`src/rtl/serial_adder_seq.sv`:
```
// Bit-serial adder: one full-adder cell is reused over DATA_WIDTH cycles to
// add two words plus carry-in, with valid/ready handshakes on both sides.
module serial_adder_seq #(
  parameter int DATA_WIDTH = 4
) (
  input  logic                  clk,
  input  logic                  rst_n,
  input  logic [DATA_WIDTH-1:0] din_a,
  input  logic [DATA_WIDTH-1:0] din_b,
  input  logic                  din_ci,
  input  logic                  din_vld,
  output logic                  din_rd,
  output logic [DATA_WIDTH-1:0] dout_s,
  output logic                  dout_co,
  output logic                  dout_vld,
  input  logic                  dout_rd
);

  localparam int CNT_W = (DATA_WIDTH > 1) ? $clog2(DATA_WIDTH) : 1;
  localparam logic [CNT_W-1:0] LAST = CNT_W'(DATA_WIDTH - 1);

  typedef enum logic [1:0] {
    IDLE,
    RUN,
    DONE
  } state_t;

  state_t                state;
  state_t                state_next;
  logic [DATA_WIDTH-1:0] a_sh;
  logic [DATA_WIDTH-1:0] b_sh;
  logic [DATA_WIDTH-1:0] sum_sh;
  logic [DATA_WIDTH-1:0] sum_next;
  logic                  carry;
  logic                  sum_bit;
  logic                  carry_next;
  logic [CNT_W-1:0]      cnt;
  logic                  accept;
  logic                  last_bit;

  assign sum_bit    = a_sh[0] ^ b_sh[0] ^ carry;
  assign carry_next = (a_sh[0] & b_sh[0]) | (a_sh[0] & carry) | (b_sh[0] & carry);
  // Sum bits enter from the MSB side; the wide shift keeps this legal for width 1.
  assign sum_next   = DATA_WIDTH'({sum_bit, sum_sh} >> 1);
  assign accept     = din_vld & din_rd;
  assign last_bit   = (cnt == LAST);

  always_ff @(posedge clk) begin
    if (!rst_n) begin
      state <= IDLE;
    end else begin
      state <= state_next;
    end
  end

  always_comb begin
    state_next = state;
    case (state)
      IDLE:    if (accept) state_next = RUN;
      RUN:     if (last_bit) state_next = DONE;
      DONE:    if (dout_rd) state_next = IDLE;
      default: state_next = IDLE;
    endcase
  end

  always_comb begin
    din_rd   = (state == IDLE);
    dout_vld = (state == DONE);
  end

  // Result outputs load only on the final bit, so they stay frozen through DONE.
  always_ff @(posedge clk) begin
    if (!rst_n) begin
      a_sh    <= '0;
      b_sh    <= '0;
      sum_sh  <= '0;
      carry   <= 1'b0;
      cnt     <= '0;
      dout_s  <= '0;
      dout_co <= 1'b0;
    end else begin
      case (state)
        IDLE: begin
          if (accept) begin
            a_sh  <= din_a;
            b_sh  <= din_b;
            carry <= din_ci;
            cnt   <= '0;
          end
        end
        RUN: begin
          a_sh   <= a_sh >> 1;
          b_sh   <= b_sh >> 1;
          carry  <= carry_next;
          sum_sh <= sum_next;
          cnt    <= cnt + CNT_W'(1);
          if (last_bit) begin
            dout_s  <= sum_next;
            dout_co <= carry_next;
          end
        end
        default: begin
        end
      endcase
    end
  end

endmodule

```
`config.mk`:
```
export PLATFORM = sky130hd
export DESIGN_NAME = serial_adder_seq
export DESIGN_NICKNAME = d
export VERILOG_FILES = /design/src/rtl/serial_adder_seq.sv
export SDC_FILE = /design/constraint.sdc
export NUM_CORES = 1
export LEC_CHECK = 0
export ABC_AREA = 1
export CAP_MARGIN = 20
export CORE_MARGIN = 2
export CORE_UTILIZATION = 55
export CTS_BUF_LIST = sky130_fd_sc_hd__clkbuf_8
export DETAILED_ROUTE_END_ITERATION = 10
export GPL_ROUTABILITY_DRIVEN = 0
export PLACE_DENSITY = 0.86
export SLEW_MARGIN = 20
export SYNTH_ARGS = -nofsm -noshare
export SYNTH_HDL_FRONTEND = slang
export SYNTH_SLANG_ARGS = --single-unit
```
`constraint.sdc`:
```
create_clock -name clk -period 1.65 [get_ports clk]
set_input_delay 0.33 -clock clk [delete_from_list [all_inputs] [get_ports clk]]
set_output_delay 0.33 -clock clk [all_outputs]
set_load 0.02 [all_outputs]
```
==> Word level (Yosys, flattened, before mapping) <==
Index checks and enable logic that the tools add are counted.
{ "op_classes": {"add_sub_neg": 1, "n_eq_ne": 6, "muxes": 12, "bitwise": 8, "reduce_logical": 5} }
{ "op_table": {"columns": ["cell", "n"], "rows": [
  ["4-bit one-hot mux with 2 select lines", 2],
  ["2-bit 2-to-1 mux", 4],
  ["4-bit 2-to-1 mux", 2],
  ["2-bit one-hot mux with 3 select lines", 1],
  ["1-bit AND", 4],
  ["2-bit equality test (second input constant)", 2],
  ["2-bit by 1-bit inequality test with 1-bit output (second input constant)", 2],
  ["2-bit one-hot mux with 2 select lines", 1],
  ["2-bit AND reduction", 2],
  ["3-bit AND reduction", 1],
  ["2-bit by 1-bit adder with 2-bit output (second input constant)", 1],
  ["2-bit by 1-bit equality test with 1-bit output (second input constant)", 1],
  ["2-bit logical NOT", 1],
  ["2-bit inequality test (second input constant)", 1],
  ["1-bit OR", 2],
  ["1-bit one-hot mux with 2 select lines", 1],
  ["2-bit nonzero test", 1],
  ["1-bit bitwise XOR", 2],
  ["1-bit 2-to-1 mux", 1]
]} }
{ "totals": {"regBits": 22, "in_bits": 13, "elab_cells": 40} }

==> Longest topological paths before layout <==
Gate-level depths: netlist of run 1.
{ "depth": {"word_depth": 4, "depth_mapped": 7} }

==> Worst setup path before layout of run 1 <==
Ideal clock, no wire load.
{ "synth_path": {"path_kind": "register to output", "from": "register state[1]", "to": "output dout_vld", "t_arrival_ns": 0.782, "required_time_ns": 1.320, "slack_ns": 0.538, "path_stages_with_launch": 3, "path_buffers": 0, "cell_sequence": "dfxtp_1 > inv_2 > nor2_1"} }
{ "synth_between": {"elab_chain_len": 1} }
{ "synth_rtl": {"columns": ["element", "line_no", "text"], "rows": [
  ["start: declaration", "28", "state_t state;"],
  ["start signal: assignment", "52", "state <= state_next;"],
  ["2-bit equality test", "68", "dout_vld = (state == DONE);"],
  ["end: declaration", "15", "output logic dout_vld,"]
]} }
Every way passes these cells.

==> Worst setup path after layout of run 1 <==
Ends and elaborated chain as after synthesis.

==> results_dict.tcl, run 1 <==
set metrics [dict create \
    status "complete, no violations" \
    viasPerCell 5.44 \
    cts.clk_slew.worst_paths_ns 0.08 \
    worstHoldStart "dout_s[3]" \
    drt-pass1-iter-count 4 \
    ios 20 \
    ys_warn_count 0 \
    grt_pass1_wl_um 3230 \
    drc 0 \
    p_seq_share_pct 53.3 \
    leakagePower_nw 0.527 \
    layout.nets 163 \
    htree_levels 1 \
    layout_setup_ws_ns 0.0700 \
    powerDensity_nw_per_um2 887 \
    mostFrequentLayoutCells "27 x nand2_1, 22 x nand3_1, 21 x dfxtp_1" \
    cp-end-kind "output port" \
    fillers 113 \
    setup_viol 0 \
    core_um2 1520 \
    p_comb_share_pct 14.4 \
    ys_ff_latch 21 \
    clk_latency_ns 0.26 \
    maxCapViolations 0 \
    min_period_ns 1.58 \
    hold_path_depth 2 \
    cts_root_buffer "clkbuf_8" \
    internal_power_uw 768 \
    worstPathMaxFanout 3 \
    fin_setup_tns_ns 0 \
    ir_drop_mv 0.657 \
    drive_gt1_share_pct 9.52 \
    hold_viol 0 \
    cp-start-kind "flop" \
    multi_input_area_um2 412 \
    r2r_slack_ns 0.40 \
    numCtsBuffers 3 \
    clockBufferDepth 2 \
    register_area_um2 420 \
    crit_cells 3 \
    slowest_stage "dfxtp_1" \
    die_x_um 44.6 \
    cts_tree "done" \
    overflow 0 \
    r2r-end "dout_s[2]" \
    fin_worst_skew_ns 0.00587 \
    cts_sinks 21 \
    grt_pass1_vias 771 \
    synth_area_per_cell_um2 7.30 \
    hp-class "flop to flop" \
    drv_slew 0 \
    rsz0062_at_grt "false" \
    crit_type "flop to output port" \
    antenna_found_initial 0 \
    final_common_cell "nand2_1" \
    path_cells "inv_2 > nor2_1 > clkdlybuf4s15_1" \
    hold_path_end "dout_s[3]" \
    timing.final.crit_share_pct 95.8 \
    io_buffers 19 \
    worst_r2r_startpoint "state[0]" \
    ant_nets 0 \
    hpwlAfterDp_um 1380 \
    r2r_cells 4 \
    drtIter0Drc 25 \
    die_area_um2 1990 \
    rows 14 \
    cp.arrival_ns 1.25 \
    via_count 887 \
    tightestPinTransition_ns 0.274 \
    fmax_mhz 633 \
    syn-cell-area_um2 905 \
    worstPathRequired_ns 1.32 \
    p_sw_uw 266 \
    swShare_pct 25.7 \
    crit_buf_inv 2 \
    grt_util_all_layers_pct 22.4 \
    hold_buffers 0 \
    area.growth.synth_to_final_pct 28.8 \
    wl_per_cell_um 12.0 \
    synth_cell_types 18 \
    syn-num-nets 139 \
    slew_headroom_pct 81.7 \
    num_antenna_cells 0 \
    place_ws_ns 0.0946 \
    critical-path-top-delay-family "flip-flops" \
    yosysSeqAreaShare_pct 46.5 \
    synthCells 124 \
    grt_max_degree 15 \
    routed_wl_um 1950 \
    die_h_um 44.6 \
    power_frac_clock_pct 32.3 \
    max_stage_delay_ns 0.44 \
    start_util_pct 59.4 \
]
## through the flow
step                      power (mW)  std cells  utilization, %  area (µm²)  hold WS [ns]
final                           1.03        163            76.4        1160         0.460
after global routing            1.07        163            76.4        1160         0.476
after CTS                       1.03        163            76.4        1160         0.465
after detailed placement       0.712        159            73.6        1120         0.453
after global placement         0.706        159            73.6        1120         0.448
after floorplan                0.650        124               -         905         0.435
## registers in the layout (all words and copies together) (netlist names)
register	cells
a_sh	4
dout_co	1
dout_s	4
sum_sh	3
cnt	2
carry	1
b_sh	4
state	2
## logic make-up after synthesis
family	Yosys count	synth area share, %
buf+inv	17	8.02
compound gates	15	8.30
flops	21	46.5
simple gates	69	33.6
fa+ha+maj	2	3.60
## cell type report
class | count | area share [%]
clock buffers | 3 | 3.54
clock inverters | 1 | 0.322
flip-flops and latches | 21 | 36.1
inverters | 13 | 4.19
multi-input cells | 86 | 35.3
well taps | 16 | 1.72
repair buffers | 23 | 18.8
## worst reg2reg max path, stage by stage (launching register included)
cell and delay, ns:
dfxtp_1 0.43, nand2_2 0.21, nor2_1 0.29, nand2_1 0.09, a21oi_1 0.15
## worst max-delay path by stage
stage          endpoint  slack [ns]  startpoint
6_report       dout_vld        0.07    state[1]
5_1_grt        dout_vld        0.02    state[1]
4_1_cts        dout_vld        0.06    state[1]
3_5_place_dp   dout_vld        0.09    state[1]
3_3_place_gp   dout_vld        0.13    state[1]
2_1_floorplan  dout_vld        0.54    state[1]
## power groups by stage
| stage | sequential (mW) | combinational [mW] | clock (mW) |
|---|---|---|---|
| global placement | 0.561 | 0.145 | 0 |
| floorplan | 0.559 | 0.0913 | 0 |
| global route | 0.554 | 0.165 | 0.347 |
| finish | 0.551 | 0.149 | 0.333 |
| CTS | 0.551 | 0.149 | 0.334 |
| detailed placement | 0.562 | 0.149 | 0 |
## metal layers
| metal | GRT usage [%] | up-vias | share of wire, % |
|---|---|---|---|
| li1 | - | 445 | - |
| met1 | 27.1 | 396 | 41 |
| met2 | 38.6 | 39 | 51 |
| met3 | 2.86 | 7 | 5.9 |
| met4 | 11.5 | 0 | 2.3 |
| met5 | 0 | - | 0 |
## Yosys cell counts, drive strengths merged
library cell / instances / area (µm²)
a21oi: 9 / 45.0
buf: 4 / 23.8
o21ai: 6 / 30.0
dfxtp: 21 / 420
nand3: 22 / 110
nand2: 30 / 120
fa: 1 / 20.0
ha: 1 / 12.5
clkinv: 1 / 3.75
inv: 12 / 45.1
nor2: 17 / 73.8
## timing repair
| item | in CTS | in global routing |
|---|---|---|
| buffers inserted | 0 | 0 |
| gates resized for setup | 2 | 1 |
| endpoints found under the setup margin | 2 | 1 |
| hold endpoints to repair | 0 | 0 |
Power figures use the tool's default switching activity.
==> inputs of run 2 (changes only) <==
--- a/config.mk
+++ b/config.mk
@@ -7,12 +7,14 @@
 export LEC_CHECK = 0
 export ABC_AREA = 1
 export CAP_MARGIN = 20
+export CELL_PAD_IN_SITES_DETAIL_PLACEMENT = 0
+export CELL_PAD_IN_SITES_GLOBAL_PLACEMENT = 1
 export CORE_MARGIN = 2
-export CORE_UTILIZATION = 55
+export CORE_UTILIZATION = 39
 export CTS_BUF_LIST = sky130_fd_sc_hd__clkbuf_8
 export DETAILED_ROUTE_END_ITERATION = 10
 export GPL_ROUTABILITY_DRIVEN = 0
-export PLACE_DENSITY = 0.86
+export PLACE_DENSITY_LB_ADDON = 0.1
 export SLEW_MARGIN = 20
 export SYNTH_ARGS = -nofsm -noshare
 export SYNTH_HDL_FRONTEND = slang
==> run 2 against run 1 <==
  * Die area grew 37%
  * Sequential power is essentially flat
  * Non-clock buffer count is the same
  * Clock skew shrank 0.0040 ns
  * Final area grew 1.2%
  * Critical endpoint unchanged
  * Largest cell class unchanged
  * Highest routed layer unchanged
==> results_dict.tcl, run 2 (synthesis results as in run 1) <==
set metrics [dict create \
    wl_per_cell_um 11.3 \
    worstPathRequired_ns 1.32 \
    fin_area_um2 1180 \
    hold_path_depth 2 \
    grt_pass1_wl_um 3430 \
    hpwlAfterDp_um 1390 \
    antenna_found_initial 0 \
    reg.largest.list "a_sh: 4 flops, b_sh: 4 flops, dout_s: 4 flops" \
    slew_headroom_pct 80.6 \
    fin_cells 175 \
    leakagePower_nw 0.531 \
    hp-class "flop to flop" \
    via_count 871 \
    powerDensity_nw_per_um2 871 \
    overflow 0 \
    tightestPinTransition_ns 0.289 \
    htree_levels 1 \
    crit_type "flop to output port" \
    fin_setup_tns_ns 0 \
    fillers 225 \
    ios 20 \
    drv_slew 0 \
    rsz0062_at_grt "false" \
    cp.arrival_ns 1.23 \
    fmax_mhz 642 \
    max_stage_delay_ns 0.42 \
    numCtsBuffers 3 \
    clk_latency_ns 0.26 \
    die_h_um 52.2 \
    cts_root_buffer "clkbuf_8" \
    cts.clk_slew.worst_paths_ns 0.07 \
    layout_setup_ws_ns 0.0919 \
    cp-start-kind "flop" \
    timing.final.crit_share_pct 94.4 \
    area.growth.synth_to_final_pct 30.3 \
    r2r_slack_ns 0.39 \
    ir_drop_mv 0.657 \
    placed_area_um2 1140 \
    status "complete, no violations" \
    r2r_cells 4 \
    place_ws_ns 0.0843 \
    ant_nets 0 \
    mostFrequentLayoutCells "27 x nand2_1, 22 x nand3_1, 21 x dfxtp_1" \
    r2r-end "dout_s[2]" \
    cts_tree "done" \
    hold_buffers 0 \
    drc 0 \
    cp-end-kind "output port" \
    routed_wl_um 1970 \
    maxCapViolations 0 \
    slowest_stage "dfxtp_1" \
    rows 17 \
    drive_gt1_share_pct 9.52 \
    grt_util_all_layers_pct 17.1 \
    power_mw 1.03 \
    cts_sinks 21 \
    fin_worst_skew_ns 0.00189 \
    drtIter0Drc 12 \
    start_util_pct 40.9 \
    worstHoldStart "dout_s[3]" \
    grt_max_degree 15 \
    hold_viol 0 \
    die_x_um 52.2 \
    layout.nets 163 \
    worstPathMaxFanout 3 \
    utilization_pct 53.3 \
    min_period_ns 1.56 \
    worst_r2r_startpoint "state[0]" \
    viasPerCell 4.98 \
    io_buffers 19 \
    placed_cells 171 \
    final_common_cell "nand2_1" \
    worst_hold_slack_ns 0.468 \
    num_antenna_cells 0 \
    grt_pass1_vias 773 \
    path_cells "inv_2 > nor2_1 > dlygate4sd2_1" \
    hold_path_end "dout_s[3]" \
    clockBufferDepth 2 \
    setup_viol 0 \
    core_um2 2210 \
    crit_buf_inv 2 \
    drt-pass1-iter-count 4 \
    die_area_um2 2720 \
    critical-path-top-delay-family "buffers and inverters" \
]
run 2: cell count changes in the layout (fill, tap and decap cells not counted):
cell	previous run	this run
dlygate4sd2_1	1	2
clkdlybuf4s15_1	1	0
run 2: worst min-delay path, cell delays in order (launching register included):
cell and delay (ns):
dfxtp_1 0.31, nand2_1 0.06, a21oi_1 0.05
run 2: power by group:
group          internal, mW  switching (mW)
Combinational        0.0685          0.0792
Clock                 0.166           0.163
Sequential            0.533          0.0176
Total                 0.767           0.259
run 2: layout make-up:
cell class,count,area (µm²),share of cell area (%)
Inverter,13,48.8,4.14
Clock inverter,1,3.75,0.318
Tap cell,28,35.0,2.97
Timing Repair Buffer,23,218,18.5
Clock buffer,3,41.3,3.50
Multi-Input combinational cell,86,412,34.9
Sequential cell,21,420,35.7
run 2: worst max-delay path by stage:
stage / startpoint / endpoint / depth (start not counted)
after floorplan: state[1] / dout_vld / 2
after global placement: state[1] / dout_vld / 3
after detailed placement: state[1] / dout_vld / 3
after CTS: state[1] / dout_vld / 3
after global routing: state[1] / dout_vld / 3
final: state[1] / dout_vld / 3
run 2: what timing repair did:
item	CTS	global route
resized for setup	2	0
hold endpoints to repair	0	0
endpoints found under the setup margin	2	0
buffers inserted	0	0
run 2: per-layer routing:
metal | wire length [µm] | up-vias | part of all wire (%) | track usage [%]
met5 | 0 | - | 0 | 0
met2 | 935 | 19 | 47 | 30.6
met4 | 16 | 0 | 0.81 | 3.85
li1 | - | 441 | - | -
met3 | 83 | 3 | 4.2 | 4.31
met1 | 935 | 408 | 47 | 20.6
